**config.mk**
```make
export PLATFORM = sky130hd
export DESIGN_NAME = if_fetch
export DESIGN_NICKNAME = d
export VERILOG_FILES = /design/src/rtl/if_fetch.sv
export SDC_FILE = /design/constraint.sdc
export NUM_CORES = 1
export LEC_CHECK = 0
export BUFFER_PORTS_ARGS = -buffer_cell sky130_fd_sc_hd__buf_2
export CAP_MARGIN = 20
export CORE_MARGIN = 3
export CORE_UTILIZATION = 47
export DETAILED_ROUTE_END_ITERATION = 8
export PLACE_DENSITY = 0.77
export SYNTH_ARGS = -nofsm -noshare
export SYNTH_HDL_FRONTEND = slang
export SYNTH_SLANG_ARGS = --single-unit
```
**constraint.sdc**
```tcl
create_clock -name clk -period 2.4 [get_ports clk]
set_input_delay 0 -clock clk [delete_from_list [all_inputs] [get_ports clk]]
set_output_delay 0 -clock clk [all_outputs]
set_load 0.005 [all_outputs]
```
**src/rtl/if_fetch.sv**
```systemverilog
// Instruction fetch stage: 4-state request/wait/hold FSM with deferred branch redirect.
// Optional performance counters are enabled by defining IF_PERF_CNT_EN.

`ifndef IF_FETCH_DEFINES
`define IF_FETCH_DEFINES
`define StallBus 6
`define Stop 1'b1
`define NoStop 1'b0
`define BR_WD 33
`define IF_TO_ID_WD 33
`endif

module if_fetch #(
    parameter logic [31:0] RESET_PC = 32'hBFC0_0000
) (
    input  logic                    clk,
    input  logic                    rst,
    input  logic [`StallBus-1:0]    stall,
    input  logic [`BR_WD-1:0]       br_bus,
    output logic [`IF_TO_ID_WD-1:0] if_to_id_bus,
    output logic [31:0]             inst_o,
    output logic                    inst_sram_req,
    output logic [31:0]             inst_sram_addr,
    input  logic                    inst_sram_addr_ok,
    input  logic                    inst_sram_data_ok,
    input  logic [31:0]             inst_sram_rdata,
    output logic                    stallreq_if
`ifdef IF_PERF_CNT_EN
    ,
    output logic [31:0]             perf_fetch_cnt,
    output logic [31:0]             perf_stall_cnt
`endif
);

    typedef enum logic [1:0] {
        IDLE,
        REQ,
        WAIT,
        HOLD
    } state_t;

    state_t      state;
    state_t      state_nx;
    logic [31:0] pc_r;
    logic [31:0] next_pc;
    logic [31:0] inst_buf;
    logic [31:0] br_pend_addr;
    logic        br_pend_v;
    logic        br_e;
    logic [31:0] br_addr;
    logic        ce;
    logic        leave;
    logic        unused_stall;

    assign br_e         = br_bus[32];
    assign br_addr      = br_bus[31:0];
    assign unused_stall = ^stall[`StallBus-1:1];

    assign ce    = (state == HOLD);
    assign leave = ce && (stall[0] == `NoStop);

    always_ff @(posedge clk or posedge rst) begin
        if (rst) begin
            state <= IDLE;
        end else begin
            state <= state_nx;
        end
    end

    always_comb begin
        state_nx = state;
        unique case (state)
            IDLE: state_nx = REQ;
            REQ:  if (inst_sram_addr_ok) state_nx = WAIT;
            WAIT: if (inst_sram_data_ok) state_nx = HOLD;
            HOLD: if (leave) state_nx = REQ;
            default: state_nx = IDLE;
        endcase
    end

    // A branch seen in the leaving cycle beats any older pending target
    always_comb begin
        next_pc = pc_r + 32'd4;
        if (br_e) begin
            next_pc = br_addr;
        end else if (br_pend_v) begin
            next_pc = br_pend_addr;
        end
    end

    always_ff @(posedge clk or posedge rst) begin
        if (rst) begin
            pc_r <= RESET_PC;
        end else if (leave) begin
            pc_r <= next_pc;
        end
    end

    always_ff @(posedge clk or posedge rst) begin
        if (rst) begin
            inst_buf <= 32'd0;
        end else if (state == WAIT && inst_sram_data_ok) begin
            inst_buf <= inst_sram_rdata;
        end
    end

    // Redirects arriving mid-fetch are parked so the delay slot completes
    always_ff @(posedge clk or posedge rst) begin
        if (rst) begin
            br_pend_v    <= 1'b0;
            br_pend_addr <= 32'd0;
        end else if (leave) begin
            br_pend_v    <= 1'b0;
        end else if (br_e) begin
            br_pend_v    <= 1'b1;
            br_pend_addr <= br_addr;
        end
    end

    always_comb begin
        inst_sram_req  = (state == REQ);
        inst_sram_addr = pc_r;
        if_to_id_bus   = ce ? {1'b1, pc_r} : '0;
        inst_o         = ce ? inst_buf : 32'd0;
        stallreq_if    = !ce;
    end

`ifdef IF_PERF_CNT_EN
    always_ff @(posedge clk or posedge rst) begin
        if (rst) begin
            perf_fetch_cnt <= 32'd0;
            perf_stall_cnt <= 32'd0;
        end else begin
            if (leave) perf_fetch_cnt <= perf_fetch_cnt + 32'd1;
            if (stallreq_if) perf_stall_cnt <= perf_stall_cnt + 32'd1;
        end
    end
`else
    // no performance counters in this build
`endif

endmodule

```
# After elaboration in Yosys (flattened, before gate mapping)
# Cells that the tools add are included.
# totals
register_bits	99
latch_bits	0
ramBits	0
mem_bits_ro	0
elab_cells	31
n_memories	0
# op_classes
addsub	1
multipliers	0
n_div	0
order_cmp	0
eq_ne	6
n_shift	0
mux	10
bitwise_logic	2
reduce_logical	7
# ops
cell	count
$mux 32	3
$mux 33	1
$add 32x3->32 const B	1
$pmux 2 s4	1
$mux 2	3
$eq 2x2->1 const B	2
$ne 2x1->1 const B	2
$reduce_and 3->1	1
$eq 2x1->1 const B	1
$logic_and 1x1->1	2
$logic_not 2->1	1
$mux 1	2
$ne 2x2->1 const B	1
$not 1->1	2
$reduce_and 2->1	1
$reduce_bool 2->1	1
$logic_not 1->1	1

# Logic depth before layout (Yosys ltp)
# Gate-level depths: netlist of the first run.
# depth
depth_word	4
ltp_mapped	8

# Worst setup path after synthesis of the first run
# OpenSTA, ideal clock, no wires.
# synth_path
kind	reg-to-reg
from	register state[0]
to	register pc_r[20], in the netlist inst_sram_addr[20]
arrival_time_ns	2.104
required_ns	2.331
slack_ns	0.227
path_stages_with_launch	8
path_buffers	2
synth_period_minus_slack_ns	2.173
cell_sequence	dfrtp_1 ha_1 buf_2 or3b_2 buf_2 a21oi_1 or4b_2 nand3_1
# synth_via
elab_chain_cells	2
# synth_rtl
element	line_no	text
start: declaration	42	state_t state;
start signal: assignment	66	state <= state_nx;
$eq 2x2->1	59	assign ce = (state == HOLD);
named net ce	51	logic ce;
$logic_and 1x1->1	60	assign leave = ce && (stall[0] == `NoStop);
end signal: assignment	95	pc_r <= next_pc;
end: declaration	44	logic [31:0] pc_r;
# The timed path passes the listed nets, and every way through them passes these cells.
# A chain may end at the register's enable or synchronous reset.

# Worst setup path in the final report of the first run
# layout_path
from	register pc_r[2], in the netlist inst_sram_addr[2]
to	register pc_r[20], in the netlist inst_sram_addr[20]
# layout_via
elab_chain_cells	3
# layout_rtl
element	line_no	text
$add 32x3->32	83	next_pc = pc_r + 32'd4;
$mux 32	86	end else if (br_pend_v) begin
$mux 32	84	if (br_e) begin
# No other way between the ends.

==> results of run 1 <==
## metrics by stage
stage               util, %  power [mW]  hold WS [ps]  setup slack, ps
floorplan                 -        5.16           146              227
global placement       57.8        6.44           111              332
detailed placement     57.8        6.60           111              291
CTS                    66.0        8.19          43.5              246
global route           66.0        8.81          91.5              107
finish                 66.1        8.17          54.3              228
## sequential cells by signal, indices dropped and copies added, names as in the netlist
| name | flops |
|---|---|
| br_pend_addr | 32 |
| inst_buf | 32 |
| inst_sram_addr | 32 |
| state | 2 |
| br_pend_v | 1 |
## cells in the final DEF (no fill, tap or decap), types with 9 or more instances in the layout
cell type      instances
and2_1                64
o21ai_0               20
buf_2                168
o31ai_1               11
buf_4                 19
inv_1                 19
dfrtp_1               89
nand3_1               18
nor2_1                32
nand2_1               31
nand2b_1               9
dfstp_2                9
o22ai_1               10
a21oi_1               35
dlygate4sd3_1         65
clkbuf_16              9
nor3_1                11
mux2_2                62
## timing repair
| action | 4_1_cts | 5_1_grt |
|---|---|---|
| gates resized for setup | 0 | 0 |
| endpoints found under the hold margin | 104 | 0 |
| hold buffers | 65 | 0 |
## worst max-delay path by stage
stage | startpoint | endpoint | slack [ps] | cells past startpoint
final | inst_sram_addr[2]$_DFFE_PP0P_ | inst_sram_addr[20]$_DFFE_PP0P_ | 230 | 5
after global routing | state[0]$_DFFE_PP0P_ | inst_sram_addr[20]$_DFFE_PP0P_ | 110 | 7
after CTS | inst_sram_addr[2]$_DFFE_PP0P_ | inst_sram_addr[20]$_DFFE_PP0P_ | 250 | 5
after detailed placement | inst_sram_addr[13]$_DFFE_PP0P_ | inst_sram_addr[31]$_DFFE_PP1P_ | 290 | 4
after global placement | inst_sram_addr[2]$_DFFE_PP0P_ | inst_sram_addr[20]$_DFFE_PP0P_ | 330 | 5
after floorplan | state[0]$_DFFE_PP0P_ | inst_sram_addr[20]$_DFFE_PP0P_ | 230 | 7
## worst max-delay path, delay by kind of cell, from the launching register on
kind          cells  cell delay (ps)
flops             1              460
fa+ha+maj         1              250
simple gates      4             1390
## cells by family after synthesis
| family | share of synthesized area, % |
|---|---|
| and+or+nand+nor | 21.4 |
| buffers and inverters | 4.39 |
| adders and majority gates | 1.11 |
| muxes | 13.6 |
| AOI/OAI and AO/OA | 14.9 |
| DFF | 44.1 |
| xor gates and xnor gates | 0.465 |
## area by class of cell
type	count	area, um2	area share (%)
multi-input cells	415	2920	38.2
repair buffers	254	1670	21.9
flip-flops and latches	99	2490	32.6
diodes	1	2.50	0.0328
clock buffers	10	229	3.00
inverters	20	78.8	1.03
well taps	143	179	2.34
clock inverters	6	70.1	0.917
## routing by layer
metal	up-vias	GRT usage, %	share of wire [%]
met4	0	8.28	2.5
met1	2615	32.1	42
li1	2525	-	-
met2	212	43.1	49
met3	35	7.10	6.7
met5	-	0	0
## power by group
group | internal, mW | switching (mW)
logic | 1.80 | 1.71
registers | 2.43 | 0.750
clock network | 0.820 | 0.665
==> impl_metrics.toml, run 1 <==
[run_status]
status = "complete, no violations"

[clock_network]
worstSkewPairLatency_ps = 360
post_cts.repair.setup_buffers = 0
cts_tree = "yes"
cts.sink_count = 99
cts_buffer_depth = 2
cts_buffers = 9
clk_root_buffer_cell = "clkbuf_16"
clk_pin_slew_ps = 70
htree_levels = 3

[synth]
synth.area.top_cells = "dfrtp_1, mux2_2, and2_1, dfstp_2, a21oi_1"
synth_cells = 576
seq_area_frac_synth_pct = 44.1
synth_cell_types = 60
ys_top_cells_by_count = "dfrtp_1, and2_1, mux2_2"
synth-edff-count = 0
synth_area_per_cell_um2 = 9.81
synth_top_flop_cell = "dfrtp_1"
synth_top_cell_by_area = "dfrtp_1"
synth-seq-cells = 99
synth_area_mm2 = 0.00565
yosysMostFrequentCell = "dfrtp_1"
synthArstFlopShare_pct = 100
synthesis.nets = 656
synth_top_area_share_pct = 39.9
yosys_warnings = 0

[setup_path]
crit_required_ps = 2690
max_stage_delay_ps = 630
r2r_end = "inst_sram_addr[20]$_DFFE_PP0P_"
crit_slowest_cell = "or4b_2"
path_cells = "ha_1, nand4_1, or4_4, or4b_2, nand3_1"
setup.worst_path.class = "flip-flop to flip-flop"
rrSetupSlack_ps = 230
end_kind = "flip-flop"
arrival_ps = 2460
reg2reg_from = "inst_sram_addr[2]$_DFFE_PP0P_"
critPathMaxFanout = 6
ff2ff_path_depth = 5
setup.worst_path.start_class = "flip-flop"

[global_route]
antenna_found_initial = 0
grt-ovfl-total = 0
grt_pass1_vias = 5492
grtUsageTotal_pct = 25.6
grt_max_degree = 50
grt_pass1_wl_um = 27100

[power_and_ir_drop]
ir_drop_uv = 607
leakage_nw = 3.52
p_per_area_mw_per_mm2 = 1070

[min_path]
hp-class = "input pin to flip-flop"
min_path_cells = 3
hp-start = "stall[0]"
worstHoldEndpoint = "inst_sram_addr[0]$_DFFE_PP0P_"

[floorplan]
initial_core_util_pct = 48.8
fp.dieH_um = 116
fp.dieArea_mm2 = 0.0134
core_mm2 = 0.0116
die_x_um = 116
rows = 39
io_pins = 174

[routing]
avgViaCountPerCell = 5.68
vias = 5387
ant_nets = 0
routedWlPerCell_um = 17.4
drtIter0Drc = 339
drc_errors = 0
drtPass1Iterations = 5
routed_wl_um = 16500

[finish]
fillerInstances = 885
fin_area_mm2 = 0.00764
drive_gt1_share_pct = 36.1
stdcell_count = 948
num-nets-final = 879
area.growth.synth_to_final_pct = 35.3

[placement]
placed_cell_area_mm2 = 0.00669
dp_hpwl_um = 11000
numPortBuffers = 168
gp_congestion = 0.819
dp.cells = 866

[sta]
clock.fmax_ghz = 0.460
rsz0062_at_grt = "false"
setup_viol = 0
drv_slew = 0
maxSlewHeadroom_pct = 46.7
skew_ps = 7.46
finalCriticalPeriod_ps = 2170
finalSetupTns_ps = 0
worstMarginPinSlew_ps = 799
hold_violations = 0
timing.final.crit_share_pct = 90.5

[flow_run]
cap_violations = 0
(Power assumes the default switching activity.)
==> inputs of run 2 (changes only) <==
==> constraint.sdc (replaced) <==
create_clock -name clk -period 2.4 [get_ports clk]
set_input_delay 0.6 -clock clk [delete_from_list [all_inputs] [get_ports clk]]
set_output_delay 0.6 -clock clk [all_outputs]
set_load 0.005 [all_outputs]
==> impl_metrics.toml, run 2 (synthesized netlist as in run 1, its figures left out) <==
[run_status]
status = "complete, no violations"

[flow_run]
cap_violations = 0

[power_and_ir_drop]
p_per_area_mw_per_mm2 = 1170
leakage_nw = 3.28
total_power_mw = 8.29
ir_drop_uv = 581

[clock_network]
cts_buffer_depth = 2
clk_pin_slew_ps = 70
clk_root_buffer_cell = "clkbuf_16"
worstSkewPairLatency_ps = 350
cts_buffers = 9
post_cts.repair.setup_buffers = 0
cts.sink_count = 99
htree_levels = 3
cts_tree = "yes"
cts_hold_buffers = 0

[finish]
layout_common_cells = "buf_2, dfrtp_1, and2_1, mux2_2, a21oi_1"
multi_input_area_mm2 = 0.00292
area.growth.synth_to_final_pct = 24.9
seq_area_mm2 = 0.00249
antenna_cells = 0
fillerInstances = 974
fin_area_mm2 = 0.00706
drive_gt1_share_pct = 40.1
num-nets-final = 818
layout_commonest_cell = "buf_2"

[floorplan]
core_mm2 = 0.0116
io_pins = 174
fp.dieArea_mm2 = 0.0134
initial_core_util_pct = 48.8
rows = 39
die_x_um = 116
fp.dieH_um = 116

[setup_path]
arrival_ps = 1670
max_stage_delay_ps = 400
cp.depth = 5
setup.worst_path.class = "flip-flop to primary output"
setup.worst_path.start_class = "flip-flop"
critPathMaxFanout = 15
crit_buf_inv = 3
ff2ff_path_depth = 4
path_cells = "ha_2, buf_6, clkinvlp_4, nor2_2, buf_2"
end_kind = "primary output"
crit_required_ps = 1800
path_delay_family = "buffers and inverters"
crit_slowest_cell = "dfrtp_1"

[sta]
worstMarginPinSlew_ps = 586
maxSlewHeadroom_pct = 61.0
finalSetupTns_ps = 0
clock.fmax_ghz = 0.441
finalCriticalPeriod_ps = 2270
setup_viol = 0
drv_slew = 0
rsz0062_at_grt = "false"
hold_violations = 0
skew_ps = 8.39
timing.final.crit_share_pct = 94.5

[global_route]
antenna_found_initial = 1
grt_max_degree = 100
grt_pass1_vias = 5071
grtUsageTotal_pct = 24.0
grt-ovfl-total = 0
grt_pass1_wl_um = 25500

[placement]
gp_congestion = 0.855
dp_hpwl_um = 11100
numPortBuffers = 168
placed_cell_area_mm2 = 0.00671

[routing]
drc_errors = 0
routed_wl_um = 16000
vias = 5169
avgViaCountPerCell = 5.83
routedWlPerCell_um = 18.1
drtIter0Drc = 374
ant_nets = 0
drtPass1Iterations = 5

[min_path]
hp-class = "input pin to async pin"
[run 2: changes by cell type in the layout (fill, tap and decap cells not counted), sizes merged]
cell / delta
inv: -4
clkbuf: +1
bufinv: +1
clkinvlp: +1
buf: +4
diode: -1
clkinv: +1
dlygate4sd3: -65
[run 2: report_power, final]
group	switching, mW	internal (mW)
combinational	1.73	1.77
clock	0.642	0.966
sequential	0.745	2.43
total	3.12	5.17
[run 2: final cells by class]
| type | count | share of cell area (%) |
|---|---|---|
| repair buffers | 193 | 15.0 |
| inverters | 20 | 1.17 |
| clock inverters | 5 | 1.06 |
| clock buffers | 11 | 3.58 |
| flip-flops and latches | 99 | 35.3 |
| multi-input cells | 415 | 41.4 |
| well taps | 143 | 2.54 |
[run 2: repair_timing]
item,CTS,global route
gates resized for setup,2,5
setup endpoints to repair,47,48
endpoints found under the hold margin,0,0
[run 2: worst register-to-register path: cells and delay by family (launching register included)]
kind             cells  cell delay [ps]
DFF                  1              470
muxes                1              380
and+or+nand+nor      3             1250
[run 2: metal layers]
metal / part of all wire [%] / GRT usage, %
met3: 8.2 / 5.59
met2: 48 / 39.2
met5: 0.069 / 0
met4: 2.5 / 10.2
met1: 42 / 30.9
[run 2: path summary, 6_finish.rpt]
path | slack, ps | end | startpoint
min in group clk | 480 | inst_buf[2]$_DFFE_PP0P_ | inst_sram_rdata[2]
worst max register to register | 210 | inst_sram_addr[31]$_DFFE_PP1P_ | inst_sram_addr[8]$_DFFE_PP0P_
worst min register to register | 490 | br_pend_addr[26]$_DFFE_PP0P_ | br_pend_addr[26]$_DFFE_PP0P_
worst min-delay path | 350 | inst_sram_addr[3]$_DFFE_PP0P_ | rst
worst max-delay path | 130 | if_to_id_bus[30] | state[1]$_DFFE_PP0P_
max in group asynchronous | 1540 | br_pend_v$_DFFE_PP0P_ | rst
[run 2: through the flow]
stage	hold slack, ps	util [%]	worst slack (ps)	cells
global placement	465	58.0	271	870
global route	396	61.0	38.3	886
finish	354	61.0	131	886
CTS	429	60.9	30.9	886
floorplan	450	-	227	576
detailed placement	475	58.0	253	870
==> inputs of run 3 (changes only) <==
- PLACE_DENSITY: 0.77 -> 0.85
==> impl_metrics.toml, run 3 (synthesized netlist as in run 1, its figures left out) <==
[run_status]
status = "complete, no violations"

[setup_path]
crit_slowest_cell = "dfrtp_1"
setup.worst_path.start_class = "flip-flop"
path_delay_family = "buffers and inverters"
reg2reg_from = "inst_sram_addr[2]$_DFFE_PP0P_"
arrival_ps = 1700
critPathLaunch = "state[1]$_DFFE_PP0P_"
critPathMaxFanout = 22
max_stage_delay_ps = 400
end_kind = "primary output"
path_cells = "ha_2, buf_8, clkinvlp_4, nor2_1, buf_2"
crit_required_ps = 1800
setup.worst_path.class = "flip-flop to primary output"
crit_buf_inv = 3

[routing]
ant_nets = 0
drc_errors = 0
drtPass1Iterations = 5
routedWlPerCell_um = 17.8
drtIter0Drc = 465
routed_wl_um = 15700
vias = 5196
avgViaCountPerCell = 5.86

[finish]
stdcell_count = 886
layout_common_cells = "buf_2, dfrtp_1, and2_1, mux2_2, a21oi_1"
layout_commonest_cell = "buf_2"
num-nets-final = 817
area.growth.synth_to_final_pct = 24.5
drive_gt1_share_pct = 39.6

[power_and_ir_drop]
ir_drop_uv = 623
leakage_nw = 3.26
p_per_area_mw_per_mm2 = 1170

[floorplan]
io_pins = 174
core_mm2 = 0.0116
initial_core_util_pct = 48.8
rows = 39
fp.dieArea_mm2 = 0.0134
die_x_um = 116
fp.dieH_um = 116

[global_route]
grt_pass1_wl_um = 24800
grt_pass1_vias = 5066
grtUsageTotal_pct = 23.6
grt_max_degree = 47
antenna_found_initial = 0
grt-ovfl-total = 0

[placement]
dp_hpwl_um = 11300
numPortBuffers = 168
gp_congestion = 0.880
dp.cells = 868

[clock_network]
cts_buffer_depth = 2
clk_root_buffer_cell = "clkbuf_16"
htree_levels = 3
cts_tree = "yes"
cts.sink_count = 99
worstSkewPairLatency_ps = 360
cts_buffers = 9
clk_pin_slew_ps = 70

[sta]
maxSlewHeadroom_pct = 49.3
drv_slew = 0
setup_viol = 0
worstMarginPinSlew_ps = 754
rsz0062_at_grt = "false"
hold_violations = 0
clock.fmax_ghz = 0.434
timing.final.crit_share_pct = 96.0
finalCriticalPeriod_ps = 2300
finalSetupTns_ps = 0
skew_ps = 8.98

[flow_run]
cap_violations = 0

[min_path]
hp-class = "input pin to async pin"
-- run 3: cell types whose count changed in the layout (fill, tap and decap cells not counted), sizes merged --
cell | before | now
inv | 18 | 21
diode | 0 | 1
clkinvlp | 2 | 3
buf | 193 | 192
clkinv | 3 | 0
clkbuf | 11 | 10
-- run 3: timing repair --
item / CTS / global route
endpoints found under the setup margin: 1 / 2
buffers inserted: 1 / 0
resized for setup: 2 / 1
hold buffers: 0 / 0
endpoints found under the hold margin: 0 / 0
-- run 3: worst reg2reg max path, delay by kind of cell, from the launching register on --
family	cells	cell delay, ps
adders and majority gates	1	250
and+or+nand+nor	4	1410
DFF	1	470
-- run 3: through the flow --
stage / hold WS, ps / cell area, um2 / setup WS, ps / total power, mW / util, %
6_report: 275 / 7030 / 95.8 / 8.23 / 60.8
5_1_grt: 305 / 7030 / 4.64 / 8.82 / 60.8
4_1_cts: 278 / 7030 / 38.1 / 8.25 / 60.8
3_5_place_dp: 486 / 6690 / 231 / 6.61 / 57.8
3_3_place_gp: 463 / 6690 / 281 / 6.40 / 57.8
2_1_floorplan: 450 / 5650 / 227 / 5.16 / -
-- run 3: final timing paths --
path | endpoint | slack [ps] | cells past startpoint
max in group asynchronous | inst_buf[18]$_DFFE_PP0P_ | 1340 | 3
worst min register to register | br_pend_addr[1]$_DFFE_PP0P_ | 500 | 1
min in group clk | inst_buf[30]$_DFFE_PP0P_ | 470 | 2
worst max-delay path | if_to_id_bus[30] | 100 | 5
worst max register to register | inst_sram_addr[20]$_DFFE_PP0P_ | 230 | 5
worst min-delay path | inst_buf[0]$_DFFE_PP0P_ | 280 | 2
-- run 3: area by class of cell --
cell class,count,area [um2]
antenna,1,2.50
clock buffer,10,229
clock inverter,6,93.8
fill,959,4530
inverter,20,82.6
multi-input combinational,415,2920
sequential,99,2490
tap,143,179
timing repair buffer,192,1040
-- run 3: routing by layer --
metal	track usage, %	part of all wire, %	wire (um)
met1	29.3	40	6340
met2	39.1	49	7660
met3	7.36	9.4	1490
met4	7.97	1.6	254
met5	0	0	0
-- run 3: where the power goes --
| group | switching (mW) | internal (mW) |
|---|---|---|
| Sequential | 0.717 | 2.43 |
| Combinational | 1.73 | 1.76 |
| Clock | 0.671 | 0.926 |
| Total | 3.12 | 5.11 |
